$ cat src/rtl/fetch_unit.sv
// Fetch stage: owns the PC, fetches 16-bit instructions over a req/rdy handshake.
// Optional performance counters are enabled with `define FETCH_PERF_CNT_EN.
//
// state | meaning
// ------+-----------------------------------------------------------
// IDLE  | post-reset bubble, nothing driven
// REQ   | first cycle of a fetch, imem_req asserted at PC
// WAIT  | memory stalled, request held at PC
// VALID | instr/PC2 presented to execute, waiting for retire
// HALT  | HALT retired, absorbing until reset
// ERR   | fetch fault or misaligned target, absorbing until reset
module fetch_unit #(
    parameter logic [15:0] RESET_PC = 16'h0000,
    parameter logic [15:0] PC_INC   = 16'h0002
) (
    input  logic        clk,
    input  logic        rst_n,
    input  logic [15:0] PCwb,
    input  logic        pc_load,
    input  logic        halt,
    output logic        imem_req,
    output logic [15:0] imem_addr,
    input  logic        imem_rdy,
    input  logic [15:0] imem_data,
    input  logic        imem_err,
    output logic [15:0] instr,
    output logic [15:0] PC2,
    output logic        instr_valid,
    output logic        halted,
    output logic        err
`ifdef FETCH_PERF_CNT_EN
    ,
    output logic [15:0] stall_cnt,
    output logic [15:0] retire_cnt
`endif
);

    localparam logic [15:0] NOP = 16'h0800;

    typedef enum logic [2:0] {
        IDLE  = 3'd0,
        REQ   = 3'd1,
        WAIT  = 3'd2,
        VALID = 3'd3,
        HALT  = 3'd4,
        ERR   = 3'd5
    } state_t;

    state_t      state, state_nxt;
    logic [15:0] pc, pc_nxt;
    logic [15:0] instr_q, instr_nxt;
    logic        retire;

    always_ff @(posedge clk) begin
        if (!rst_n) begin
            state   <= IDLE;
            pc      <= RESET_PC;
            instr_q <= NOP;
        end else begin
            state   <= state_nxt;
            pc      <= pc_nxt;
            instr_q <= instr_nxt;
        end
    end

    always_comb begin
        state_nxt   = state;
        pc_nxt      = pc;
        instr_nxt   = instr_q;
        imem_req    = 1'b0;
        instr_valid = 1'b0;
        halted      = 1'b0;
        err         = 1'b0;
        retire      = 1'b0;
        case (state)
            IDLE: state_nxt = REQ;
            REQ, WAIT: begin
                imem_req = 1'b1;
                if (imem_rdy) begin
                    if (imem_err) begin
                        state_nxt = ERR;
                    end else begin
                        instr_nxt = imem_data;
                        state_nxt = VALID;
                    end
                end else begin
                    state_nxt = WAIT;
                end
            end
            VALID: begin
                instr_valid = 1'b1;
                if (pc_load) begin
                    retire = 1'b1;
                    // halt wins over any target, and a halting retire never moves the PC
                    if (halt) begin
                        state_nxt = HALT;
                    end else if (PCwb[0]) begin
                        state_nxt = ERR;
                    end else begin
                        pc_nxt    = PCwb;
                        state_nxt = REQ;
                    end
                end
            end
            HALT:    halted = 1'b1;
            ERR:     err = 1'b1;
            default: state_nxt = IDLE;
        endcase
    end

    assign imem_addr = pc;
    assign instr     = instr_q;
    assign PC2       = pc + PC_INC;

`ifdef FETCH_PERF_CNT_EN
    always_ff @(posedge clk) begin
        if (!rst_n) begin
            stall_cnt  <= 16'h0000;
            retire_cnt <= 16'h0000;
        end else begin
            if (state == WAIT && stall_cnt != 16'hFFFF) stall_cnt <= stall_cnt + 16'h0001;
            if (retire && retire_cnt != 16'hFFFF) retire_cnt <= retire_cnt + 16'h0001;
        end
    end
`endif

endmodule

$ cat config.mk
export PLATFORM = sky130hd
export DESIGN_NAME = fetch_unit
export DESIGN_NICKNAME = d
export VERILOG_FILES = /design/src/rtl/fetch_unit.sv
export SDC_FILE = /design/constraint.sdc
export NUM_CORES = 1
export LEC_CHECK = 0
export ABC_AREA = 1
export BUFFER_PORTS_ARGS = -buffer_cell sky130_fd_sc_hd__buf_2
export CORE_ASPECT_RATIO = 0.6
export CORE_MARGIN = 3
export CORE_UTILIZATION = 44
export DETAILED_ROUTE_END_ITERATION = 7
export PLACE_DENSITY = 0.82
export SYNTH_ARGS = -nofsm -noshare
export SYNTH_HDL_FRONTEND = slang
export SYNTH_SLANG_ARGS = --single-unit
$ cat constraint.sdc
create_clock -name clk -period 1.6 [get_ports clk]
set_input_delay 0.32 -clock clk [delete_from_list [all_inputs] [get_ports clk]]
set_output_delay 0.32 -clock clk [all_outputs]
set_load 0.02 [all_outputs]
After elaboration in Yosys (flattened, before gate mapping)
Index checks and enable logic that the tools add are counted.
{"block": "classes", "add_sub_neg": 1, "eq_ne": 6, "n_mux": 10, "n_bitwise": 4, "n_reduce_logical": 6}
{"cell": "$add 16x2->16 const B", "count": 1}
{"cell": "$mux 3", "count": 5}
{"cell": "$pmux 3 s4", "count": 1}
{"cell": "$eq 3x2->1 const B", "count": 2}
{"cell": "$eq 3x3->1 const B", "count": 2}
{"cell": "$mux 1", "count": 4}
{"cell": "$not 1->1", "count": 4}
{"cell": "$reduce_and 4->1", "count": 1}
{"cell": "$reduce_or 2->1", "count": 2}
{"cell": "$eq 3x1->1 const B", "count": 1}
{"cell": "$logic_not 3->1", "count": 1}
{"cell": "$reduce_and 3->1", "count": 1}
{"cell": "$ne 2x2->1 const B", "count": 1}
{"cell": "$reduce_and 2->1", "count": 1}
{"block": "word_totals", "reg_bits": 34, "word_cells": 30}

Longest topological paths before layout
{"block": "depth", "ltp_word": 4, "depth_mapped": 8, "depth_no_buf": 7}

Worst setup path before layout
No wires, ideal clock.
{"block": "synth_timing", "path_kind": "register to output", "start": "register pc[2] (netlist: imem_addr[2])", "end": "output PC2[11]", "arrival_ns": 1.520, "setup_slack_ns": -0.240, "path_stages_with_launch": 7, "path_cell_list": "dfxtp_1 ha_1 nand2_1 nor2_1 nand2_1 nor2_1 xor2_1"}
{"block": "synth_via", "elab_chain_len": 1}
{"element": "from (decl)", "line": "50", "rtl": "logic [15:0] pc, pc_nxt;"}
{"element": "from (signal assigned)", "line": "61", "rtl": "pc <= pc_nxt;"}
{"element": "$add 16x2->16", "line": "113", "rtl": "assign PC2 = pc + PC_INC;"}
{"element": "to (decl)", "line": "27", "rtl": "output logic [15:0] PC2,"}
Every way passes these cells.

Final worst setup path
{"block": "layout_timing", "start": "register pc[2] (netlist: imem_addr[2])", "end": "output PC2[13]"}
The elaborated chain is that of the path after synthesis.

==> run metrics <==
result of the run complete, but fails checks; violations in the final reports negative setup slack; proportion of layout cells with a drive suffix above 1 0.544; per-instance average area after synthesis 7.70 um2; CTS H-tree depth 2; total gr overflow 0; WS Path Type flip-flop to output port; Longest Clk Path Bufs 2; number of global-route vias before repair 1586; Design Power 2.62 mW; buffer cell driving the clock tree root sky130_fd_sc_hd__clkbuf_8; post-route antenna net violation count 0; finished layout cell area 2580 um2; effective utilization at floorplan 0.483; TritonRoute pass-1 iters 4; post-detail-place hpwl 3380 um; hold-fix buffers at CTS 0; element type at the critical path end output port; CTS Buf Count 5; sum of routed wire segments on met1 2290 um; required time of the worst setup path 1280 ps; post-synthesis instance total 216; global router's overall resource usage 0.199; Final min period 1860 ps; number of distinct library cells after synthesis 27; setup-violating endpoint count in the final report 12; Peak Freq 536 MHz; Clk Latency, worst-skew pair 280 ps; total via count in the routed design 1759; pin count of the biggest net entering global routing 33; clk slew on worst S/H paths 80 ps; number of buffers added on ports 87; area of the mapped netlist 1660 um2; first-pass GRT wire length 7120 um; hold path startpoint imem_data[15]; type of the most critical hold path primary input to flip-flop; length of routed met3 wiring 323 um; unrepaired setup endpoints after global routing true; DRC marker count from the first detailed-route iteration 128; Arr. time, crit path 1540 ps; kind of start point of the critical path flip-flop; Max Clock Skew 5.96 ps; largest driver fanout on the critical path 4; Residual DRC 0; Critical Path Source imem_addr[2]; Max IR drop VDD 0.899 mV; wire length per cell 13.2 um; height of the die 53.6 um; antenna violations before repair 0; number of placement rows 16; setup slack of the critical path after layout -265 ps; number of endpoints with negative hold slack in the final report 0; total of max-cap violations 0; transition time at the pin with the least slew margin 525 ps; Power Dens Cells 1010 nW/um2; number of warnings printed during yosys synthesis 0; number of sinks on the clock net 34; leakage power of the design 1.31 nW; accumulated negative setup slack -1770 ps; ant diodes 0; Layout Area Growth over Synthesis 55.3%; Critical R2R Launch state[0]; clock tree from TritonCTS built; commonest non-fill, non-tap cells in the layout 75 x sky130_fd_sc_hd__buf_2, 28 x sky130_fd_sc_hd__nor2_1, 25 x sky130_fd_sc_hd__buf_4; reg-to-reg setup timing slack 120 ps; share of the yosys chip area belonging to registers 0.409; number of nets in the final layout 358; most frequent standard cell in the layout excluding fill and tap cells sky130_fd_sc_hd__buf_2; flip-flop and latch count after synthesis 34; sum of met2 wire segment lengths after detailed routing 2190 um; total routed wirelength 4810 um; Vias/cell 4.82; placed inst area 2190 um2; Hold WS 257 ps; RD Place Congestion 0.997; number of ports placed on the die boundary 90; Horiz. Die Dim 85.4 um; highest layer used for signal routing met4; Tcrit/Tclk final 1.17; die area 4580 um2; count of final max-slew check failures 0; CORE AREA 3440 um2; Relative slew margins 0.650
## stage by stage
step / std cells / utilization / setup WS (ps)
2_1_floorplan: 217 / - / -14.2
3_3_place_gp: 350 / 0.636 / 6.76
3_5_place_dp: 350 / 0.636 / 6.49
4_1_cts: 362 / 0.723 / -230
5_1_grt: 365 / 0.750 / -304
6_report: 365 / 0.750 / -265
## worst max-delay path, cell delays in order (launching register included)
cell                      delay (ps)
sky130_fd_sc_hd__dfxtp_4         380
sky130_fd_sc_hd__ha_4            150
sky130_fd_sc_hd__nand2_4          60
sky130_fd_sc_hd__nor2_4          110
sky130_fd_sc_hd__buf_6           110
sky130_fd_sc_hd__nand3_2          80
sky130_fd_sc_hd__xor2_1          210
sky130_fd_sc_hd__buf_4           170
## repair_timing
action	4_1_cts	5_1_grt
pin swaps	7	12
gates resized for setup	44	21
endpoints found under the setup margin	11	13
buffers inserted	4	3
## area by class of cell
cell class | instances | area, um2
inverter | 25 | 96.3
tap | 45 | 56.3
timing repair buffer | 105 | 619
clock inverter | 3 | 68.8
multi-input combinational | 148 | 962
fill | 266 | 861
clock buffer | 5 | 68.8
sequential | 34 | 711
## routing by layer
| metal | vias up | global-route usage |
|---|---|---|
| met3 | 2 | 0.0474 |
| met5 | - | 0 |
| met4 | 0 | 0.0526 |
| met1 | 794 | 0.283 |
| li1 | 893 | - |
| met2 | 70 | 0.304 |
## cell families after synthesis
group,share of synthesized area
and+or+nand+nor,0.248
AOI/OAI and AO/OA,0.157
buffers and inverters,0.108
DFF,0.409
xor gates and xnor gates,0.0685
adders and majority gates,0.00752
other,0.00226
## registers in the layout (all words and copies together) (netlist names)
name and cells:
state 3, instr 16, imem_addr 15
## synth_stat cells
library cell / instances / area share
sky130_fd_sc_hd__nand2_4: 1 / 0.0068
sky130_fd_sc_hd__nor2_2: 9 / 0.034
sky130_fd_sc_hd__inv_1: 23 / 0.052
sky130_fd_sc_hd__dfxtp_1: 34 / 0.41
sky130_fd_sc_hd__a21oi_1: 20 / 0.060
sky130_fd_sc_hd__nand3_4: 1 / 0.011
sky130_fd_sc_hd__nand2_2: 2 / 0.0075
sky130_fd_sc_hd__nor2_1: 34 / 0.077
sky130_fd_sc_hd__clkbuf_1: 1 / 0.0023
sky130_fd_sc_hd__nor2_4: 1 / 0.0068
sky130_fd_sc_hd__nand2_1: 17 / 0.038
sky130_fd_sc_hd__inv_4: 1 / 0.0038
sky130_fd_sc_hd__nand4_4: 1 / 0.013
sky130_fd_sc_hd__buf_4: 2 / 0.0090
sky130_fd_sc_hd__conb_1: 1 / 0.0023
sky130_fd_sc_hd__nand3_2: 1 / 0.0060
sky130_fd_sc_hd__ha_1: 1 / 0.0075
sky130_fd_sc_hd__inv_2: 1 / 0.0023
sky130_fd_sc_hd__buf_2: 1 / 0.0030
sky130_fd_sc_hd__buf_6: 5 / 0.034
sky130_fd_sc_hd__nand3_1: 7 / 0.021
sky130_fd_sc_hd__nor2_8: 1 / 0.012
sky130_fd_sc_hd__xor2_1: 13 / 0.068
sky130_fd_sc_hd__nor3_1: 5 / 0.015
sky130_fd_sc_hd__buf_1: 1 / 0.0023
sky130_fd_sc_hd__o21ai_0: 17 / 0.051
sky130_fd_sc_hd__o21ai_1: 15 / 0.045
## report_power, final
group	total (mW)	switching (mW)	leakage, nW	internal (mW)
logic	0.668	0.438	0.953	0.230
clock network	0.947	0.322	0.0683	0.624
registers	1.00	0.0650	0.285	0.937
## worst paths after layout
check,endpoint,cells past startpoint
hold reg to reg,instr[11],2
hold / removal,instr[15],3
setup / recovery,PC2[13],7
setup reg to reg,imem_addr[7],5
No activity file was read; power rests on OpenSTA's default activity.
